### config.mk
export PLATFORM = sky130hd
export DESIGN_NAME = lzc_stream
export DESIGN_NICKNAME = d
export VERILOG_FILES = /design/src/rtl/lzc_stream.sv
export SDC_FILE = /design/constraint.sdc
export NUM_CORES = 1
export LEC_CHECK = 0
export ABC_AREA = 1
export CORE_ASPECT_RATIO = 0.9
export CORE_MARGIN = 2
export CORE_UTILIZATION = 51
export DETAILED_ROUTE_END_ITERATION = 8
export GPL_ROUTABILITY_DRIVEN = 0
export PLACE_DENSITY = 0.74
export SLEW_MARGIN = 30
export SYNTH_ARGS = -nofsm -noshare
export SYNTH_HDL_FRONTEND = slang
export SYNTH_SLANG_ARGS = --single-unit
### constraint.sdc
create_clock -name clk -period 2.1 [get_ports clk]
set_input_delay 0.42 -clock clk [delete_from_list [all_inputs] [get_ports clk]]
set_output_delay 0.42 -clock clk [all_outputs]
set_load 0.1 [all_outputs]
### src/rtl/lzc_stream.sv
// Streaming leading-zero counter over WORDS x WIDTH frames, MSB word first.
// Optional LZC_ONES_EN adds count_ones to count leading ones instead.
module lzc_stream #(
    parameter  int WIDTH = 8,
    parameter  int WORDS = 4,
    localparam int CW    = $clog2(WIDTH * WORDS) + 1
) (
    input  logic             clk,
    input  logic             rst_n,
`ifdef LZC_ONES_EN
    input  logic             count_ones,
`endif
    input  logic             in_valid,
    output logic             in_ready,
    input  logic [WIDTH-1:0] in_data,
    input  logic             mode,
    output logic             out_valid,
    input  logic             out_ready,
    output logic [CW-1:0]    out_zeros,
    output logic             out_allzero
);

    localparam int WCW = (WORDS > 1) ? $clog2(WORDS) : 1;
    localparam logic [WCW-1:0] LASTW = WCW'(WORDS - 1);
    localparam logic [CW-1:0]  FULL  = CW'(WIDTH * WORDS);

    typedef enum logic [1:0] {IDLE, ACC, HOLD, DRAIN} state_t;

    state_t           r_state;
    state_t           w_next;
    logic             r_live;
    logic [WCW-1:0]   r_wcnt;
    logic [CW-1:0]    r_acc;
    logic [CW-1:0]    r_zeros;
    logic             r_allz;
    logic             r_found;
    logic             r_fmode;
    logic             r_pend;

    logic             w_first;
    logic             w_last;
    logic             w_fmode;
    logic             w_take;
    logic             w_nz;
    logic             w_decide;
    logic [WIDTH-1:0] w_data;
    logic [CW-1:0]    w_lz;
    logic [CW-1:0]    w_acc_nxt;
    logic [WCW-1:0]   w_wcnt_inc;

    assign w_first    = (r_wcnt == '0);
    assign w_last     = (r_wcnt == LASTW);
    assign w_fmode    = w_first ? mode : r_fmode;
    assign w_wcnt_inc = w_last ? '0 : r_wcnt + WCW'(1);

`ifdef LZC_ONES_EN
    logic r_ones;
    logic w_ones;
    assign w_ones = w_first ? count_ones : r_ones;
    assign w_data = in_data ^ {WIDTH{w_ones}};
`else
    assign w_data = in_data;
`endif

    // Ascending scan: the highest set bit is the last one to write w_lz
    always_comb begin
        w_lz = CW'(WIDTH);
        for (int i = 0; i < WIDTH; i++) begin
            if (w_data[i]) w_lz = CW'(WIDTH - 1 - i);
        end
    end

    assign w_nz      = (w_lz != CW'(WIDTH));
    assign w_acc_nxt = r_found ? r_acc : r_acc + w_lz;
    assign in_ready  = r_live && (r_state != HOLD);
    assign w_take    = in_valid && in_ready;
    assign w_decide  = w_last || (w_fmode && w_nz);

    assign out_valid   = (r_state == HOLD);
    assign out_zeros   = r_zeros;
    assign out_allzero = r_allz;

    always_comb begin
        w_next = r_state;
        unique case (r_state)
            IDLE, ACC: if (w_take) w_next = w_decide ? HOLD : ACC;
            HOLD:      if (out_ready) w_next = r_pend ? DRAIN : IDLE;
            DRAIN:     if (w_take && w_last) w_next = IDLE;
            default:   w_next = IDLE;
        endcase
    end

    always_ff @(posedge clk or negedge rst_n) begin
        if (!rst_n) r_state <= IDLE;
        else        r_state <= w_next;
    end

    always_ff @(posedge clk or negedge rst_n) begin
        if (!rst_n) begin
            r_live  <= 1'b0;
            r_wcnt  <= '0;
            r_acc   <= '0;
            r_zeros <= '0;
            r_allz  <= 1'b0;
            r_found <= 1'b0;
            r_fmode <= 1'b0;
            r_pend  <= 1'b0;
`ifdef LZC_ONES_EN
            r_ones  <= 1'b0;
`endif
        end else begin
            r_live <= 1'b1;
            unique case (r_state)
                IDLE, ACC: begin
                    if (w_take) begin
                        r_wcnt  <= w_wcnt_inc;
                        r_acc   <= w_acc_nxt;
                        r_found <= r_found | w_nz;
                        if (w_first) r_fmode <= mode;
`ifdef LZC_ONES_EN
                        if (w_first) r_ones <= count_ones;
`endif
                        if (w_decide) begin
                            r_zeros <= w_acc_nxt;
                            r_allz  <= (w_acc_nxt == FULL);
                            r_pend  <= w_fmode && w_nz && !w_last;
                        end
                    end
                end
                HOLD: begin
                    if (out_ready) begin
                        r_acc   <= '0;
                        r_found <= 1'b0;
                        r_pend  <= 1'b0;
                        if (!r_pend) r_wcnt <= '0;
                    end
                end
                DRAIN: begin
                    if (w_take) r_wcnt <= w_wcnt_inc;
                end
                default: ;
            endcase
        end
    end

endmodule

# After elaboration in Yosys (flattened, before gate mapping)

Cells that the tools add are included.

Word-level logic and storage cells: 73
Input port bits: 13
Output and inout bits: 9
Register bits after elaboration: 21

Add/subtract/negate cells: 2
Equality and inequality tests: 13
Bitwise gates (word level): 1
Multiplexer cells: 30
Reductions and logical operators: 18

Operator list:

| cell                                                                    | number |
|---|---|
| 6-bit 2-to-1 mux                                                        | 8 |
| 2-bit 2-to-1 mux                                                        | 9 |
| 4-bit 2-to-1 mux                                                        | 3 |
| 6-bit one-hot mux with 2 select lines                                   | 1 |
| 3-bit AND reduction                                                     | 4 |
| 2-bit inequality test, second input constant                            | 5 |
| 6-bit adder                                                             | 1 |
| 2-bit equality test, second input constant                              | 3 |
| 6-bit equality test, second input constant                              | 1 |
| 6-bit by 4-bit inequality test with 1-bit output, second input constant | 1 |
| 2-bit one-hot mux with 3 select lines                                   | 1 |
| 1-bit logical AND                                                       | 5 |
| 1-bit 2-to-1 mux                                                        | 5 |
| 2-bit zero test                                                         | 2 |
| 2-bit by 1-bit inequality test with 1-bit output, second input constant | 2 |
| 1-bit one-hot mux with 2 select lines                                   | 2 |
| 2-bit one-hot mux with 2 select lines                                   | 1 |
| 4-bit AND reduction                                                     | 1 |
| 3-bit OR reduction                                                      | 1 |
| 2-bit by 1-bit adder with 2-bit output, second input constant           | 1 |
| 2-bit by 1-bit equality test with 1-bit output, second input constant   | 1 |
| 2-bit AND reduction                                                     | 1 |
| 2-bit nonzero test                                                      | 1 |
| 2-bit OR reduction                                                      | 1 |
| other kinds (3)                                                         | 3 |

# Depth between registers and ports, before layout

Depth in word-level cells: 14
Gate-level depth with buffers: 15
Mapped depth without buffers: 15

# Worst setup path before layout

Ideal clock, no wire load.

Path kind: input port to flip-flop
Start: input in_data[1]
End: register r_allz, in the netlist out_allzero
Stages on the path: 13
Library setup time: 68 ps
Data required time: 2032 ps
Arrival: 2125 ps
Setup slack: -93 ps
Path buffers: 0
Cells stage by stage: inv_1 a21oi_1 nor2_1 o21bai_1 a21oi_1 ha_1 fa_1 or2_2 a22oi_1 nand2_1 nor2_1 nand3_1 nand2_1

Cells in the longest elaborated chain, start to end: 11
Elaborated cells between the ends (all ways): 14
Those cells by class: 1 x add/sub; 2 x eq/ne; 8 x mux; 3 x reduce/logical

Ends and longest elaborated chain:

| item                                                | RTL line | text |
|---|---|---|
| from (decl)                                         | 15       | `input logic [WIDTH-1:0] in_data,` |
| 4-bit 2-to-1 mux * (2 in series)                    | 69       | `if (w_data[i]) w_lz = CW'(WIDTH - 1 - i);` |
| 6-bit 2-to-1 mux * (5 in series)                    | 69       |  |
| branches (longest 4 deep; another with 6-bit adder) | --       |  |
| to (signal assigned)                                | 125      | `r_allz <= (w_acc_nxt == FULL);` |
| to (decl)                                           | 35       | `logic r_allz;` |

Mark *: on every way between the ends.
A chain may end at the register's enable or synchronous reset.

# Worst setup path after layout

Start: input in_data[3]
End: register r_allz, in the netlist out_allzero

Cells in the longest elaborated chain, start to end: 9
Elaborated cells between the ends (all ways): 12
Those cells by class: 1 x add/sub; 2 x eq/ne; 6 x mux; 3 x reduce/logical

Ends and longest elaborated chain:

| item                                                | RTL line |
|---|---|
| 6-bit 2-to-1 mux * (5 in series)                    | 69 |
| branches (longest 4 deep; another with 6-bit adder) | -- |

Marks and branches as above.

==> impl_metrics.json <==
{
  "setup_viol": 0,
  "synthDistinctLibCells": 25,
  "critPathMaxFanout": 2,
  "critPathArrivalTime_ns": 2.31,
  "cts_tree": "built",
  "ys_seq_area_share_pct": 42.1,
  "avgSynthCellArea_um2": 7.75,
  "grt_pass1_wl_mm": 4.60,
  "clock_sinks": 21,
  "synth_edf_count": 0,
  "crit_path_max_incr_delay_ns": 0.42,
  "ys_seq_elements": 21,
  "die_w_um": 56.1,
  "drtPass1Iterations": 4,
  "fillCellCount": 182,
  "clock_skew_ns": 0.00193,
  "clock_path_buffers": 2,
  "crit_type": "input port to register",
  "htreeDepth": 1,
  "die_h_um": 50.9,
  "cp.required_ns": 2.37,
  "drtIter0Drc": 40,
  "peakVddDrop_v": 0.00123,
  "area_growth_pct": 30.0,
  "yosys_most_used_dff": "dfrtp_1",
  "grtUsageTotal_pct": 20.6,
  "yosys_warnings": 0,
  "totalWireLength_mm": 2.68,
  "holdBufCountCts": 0,
  "drc": 0,
  "netlist.top_cell.by_area": "dfrtp_1",
  "path_cells": "dlygate4sd2_1 -> nor2_2 -> o21ai_1 -> a211oi_1 -> buf_4 -> fa_2 -> inv_1 -> o21ai_2 -> nor2_1 -> nand2_1 -> nor2_1 -> nand3_1 -> nand2_1",
  "yosysMostFrequentCell": "nand2_1",
  "post-place-cells": 219,
  "num_rows": 16,
  "vias": 1167,
  "synthTopCellsByArea": "dfrtp_1, nand2_1, ha_1",
  "numCtsBuffers": 3,
  "routedWlPerCell_um": 12.0,
  "port_buffers": 21,
  "worstSetupEndpointType": "register",
  "maxCapViolations": 0,
  "syn-num-nets": 181,
  "grt_pass1_vias": 1092,
  "antenna_found_initial": 0,
  "start_util_pct": 55.6,
  "startpoint_type": "input port",
  "drt-vias-per-instance": 5.23,
  "cts-root-buf": "clkbuf_4",
  "hp-class": "input port to asynchronous set/reset pin",
  "max_freq_mhz": 489,
  "critical-path-slowest-cell": "fa_2",
  "drv_slew": 0,
  "hpwl_mm": 2.03,
  "period_minus_slack_ns": 2.04,
  "dieArea_mm2": 0.00286,
  "leakagePower_nw": 0.847,
  "grt_max_degree": 22,
  "stdcell_count": 223,
  "core_area_mm2": 0.00224,
  "num_antenna_cells": 0,
  "final_util_pct": 72.3,
  "path_clk_slew_ns": 0.12,
  "outcome": "complete, no violations",
  "p_per_area_mw_per_mm2": 1330,
  "synthArstFlopShare_pct": 100,
  "antenna_left": 0,
  "hold_viol": 0,
  "synth_top_area_share_pct": 42.1,
  "synth_common_cells": "nand2_1, dfrtp_1, inv_1",
  "layout-drive-gt1-share_pct": 23.5,
  "syn-cell-area_mm2": 0.00125,
  "layout.nets": 217,
  "boundaryPins": 22,
  "synthCells": 161,
  "period_share_pct": 97.3,
  "clk_latency_ns": 0.31,
  "grt_overflow": 0
}
-- per-stage QoR --
stage,worst slack (ns),hold WS [ns],total power (W),area [um^2],setup TNS [ns]
6_report,0.0560,0.422,0.00216,1620,0
2_1_floorplan,0.0140,0.124,0.00157,1250,0
5_1_grt,-0.0443,0.462,0.00230,1620,-0.0443
3_5_place_dp,-0.607,0.483,0.00194,1590,-5.02
3_3_place_gp,-0.545,0.465,0.00190,1590,-4.40
4_1_cts,0.0297,0.436,0.00216,1610,0
-- timing repair --
action	in CTS	in global routing
endpoints found under the setup margin	8	5
buffers inserted	0	0
pin swaps	12	10
resized for setup	14	9
-- kinds of logic (layout without fill, tap and decap cells) --
kind of cell / after synthesis / after routing / synth area share [%]
AO/OA/AOI/OAI: 30 / 30 / 13.6
other: 1 / 1 / 0.301
flip-flops: 21 / 21 / 42.1
AND/OR/NAND/NOR: 79 / 79 / 28.7
buffers and inverters: 23 / 58 / 7.62
adder cells (fa/ha/maj): 7 / 7 / 7.62
-- layout by cell type, fill, tap and decap left out, types with 3 or more instances in the layout --
cell             instances
dfrtp_1                 21
o21ai_1                  5
clkbuf_4                 3
nand3_1                 14
buf_12                   3
nor2_1                  13
dlygate4sd2_1            3
clkdlybuf4s50_1          5
inv_1                   19
nor2_4                   3
nand2_1                 40
a21oi_1                  5
buf_4                   18
ha_1                     5
o21ai_0                 10
-- report_power, final --
group          switching (W)  leakage [nW]  internal (W)
Combinational       0.000885         0.555      0.000409
Clock               0.000134        0.0177     0.0000714
Sequential          0.000122         0.274      0.000535
Total                0.00114         0.847       0.00102
-- per-layer routing --
metal  up-vias  track usage [%]  wire length (um)
li1        594                -                 -
met1       543             25.2              1130
met2        25             35.7              1390
met3         5             6.08               125
met4         0             5.95                34
met5         -                0                 0
-- registers in the layout (all words and copies together), names as in the netlist --
register,flops
r_fmode,1
r_state,2
r_wcnt,2
r_found,1
r_acc,6
out_zeros,6
r_pend,1
out_allzero,1
r_live,1
-- worst paths after layout --
kind,endpoint,from,slack (ns),cells after the start
worst max-delay path,out_allzero$_DFFE_PN0P_,in_data[3],0.06,13
max in group asynchronous,r_acc[3]$_DFFE_PN0P_,rst_n,1.46,2
worst min-delay path,r_acc[1]$_DFFE_PN0P_,rst_n,0.42,2
worst max register to register,out_allzero$_DFFE_PN0P_,r_acc[0]$_DFFE_PN0P_,0.35,9
worst min register to register,out_allzero$_DFFE_PN0P_,out_allzero$_DFFE_PN0P_,0.50,2
min in group clk,out_allzero$_DFFE_PN0P_,out_allzero$_DFFE_PN0P_,0.50,2
-- worst max-delay path: cells and delay by family --
kind | cells | cell delay (ns)
simple gates | 6 | 0.56
buf+inv | 3 | 0.51
fa+ha+maj | 1 | 0.42
compound gates | 3 | 0.40
-- cell type report --
type / instances / area [um^2] / share of cell area, %
Sequential cell: 21 / 526 / 32.4
Inverter: 21 / 78.8 / 4.86
Clock inverter: 1 / 5.00 / 0.309
Timing Repair Buffer: 33 / 299 / 18.4
Tap cell: 27 / 33.8 / 2.08
Multi-Input combinational cell: 117 / 657 / 40.5
Clock buffer: 3 / 22.5 / 1.39
(Power assumes the default switching activity.)
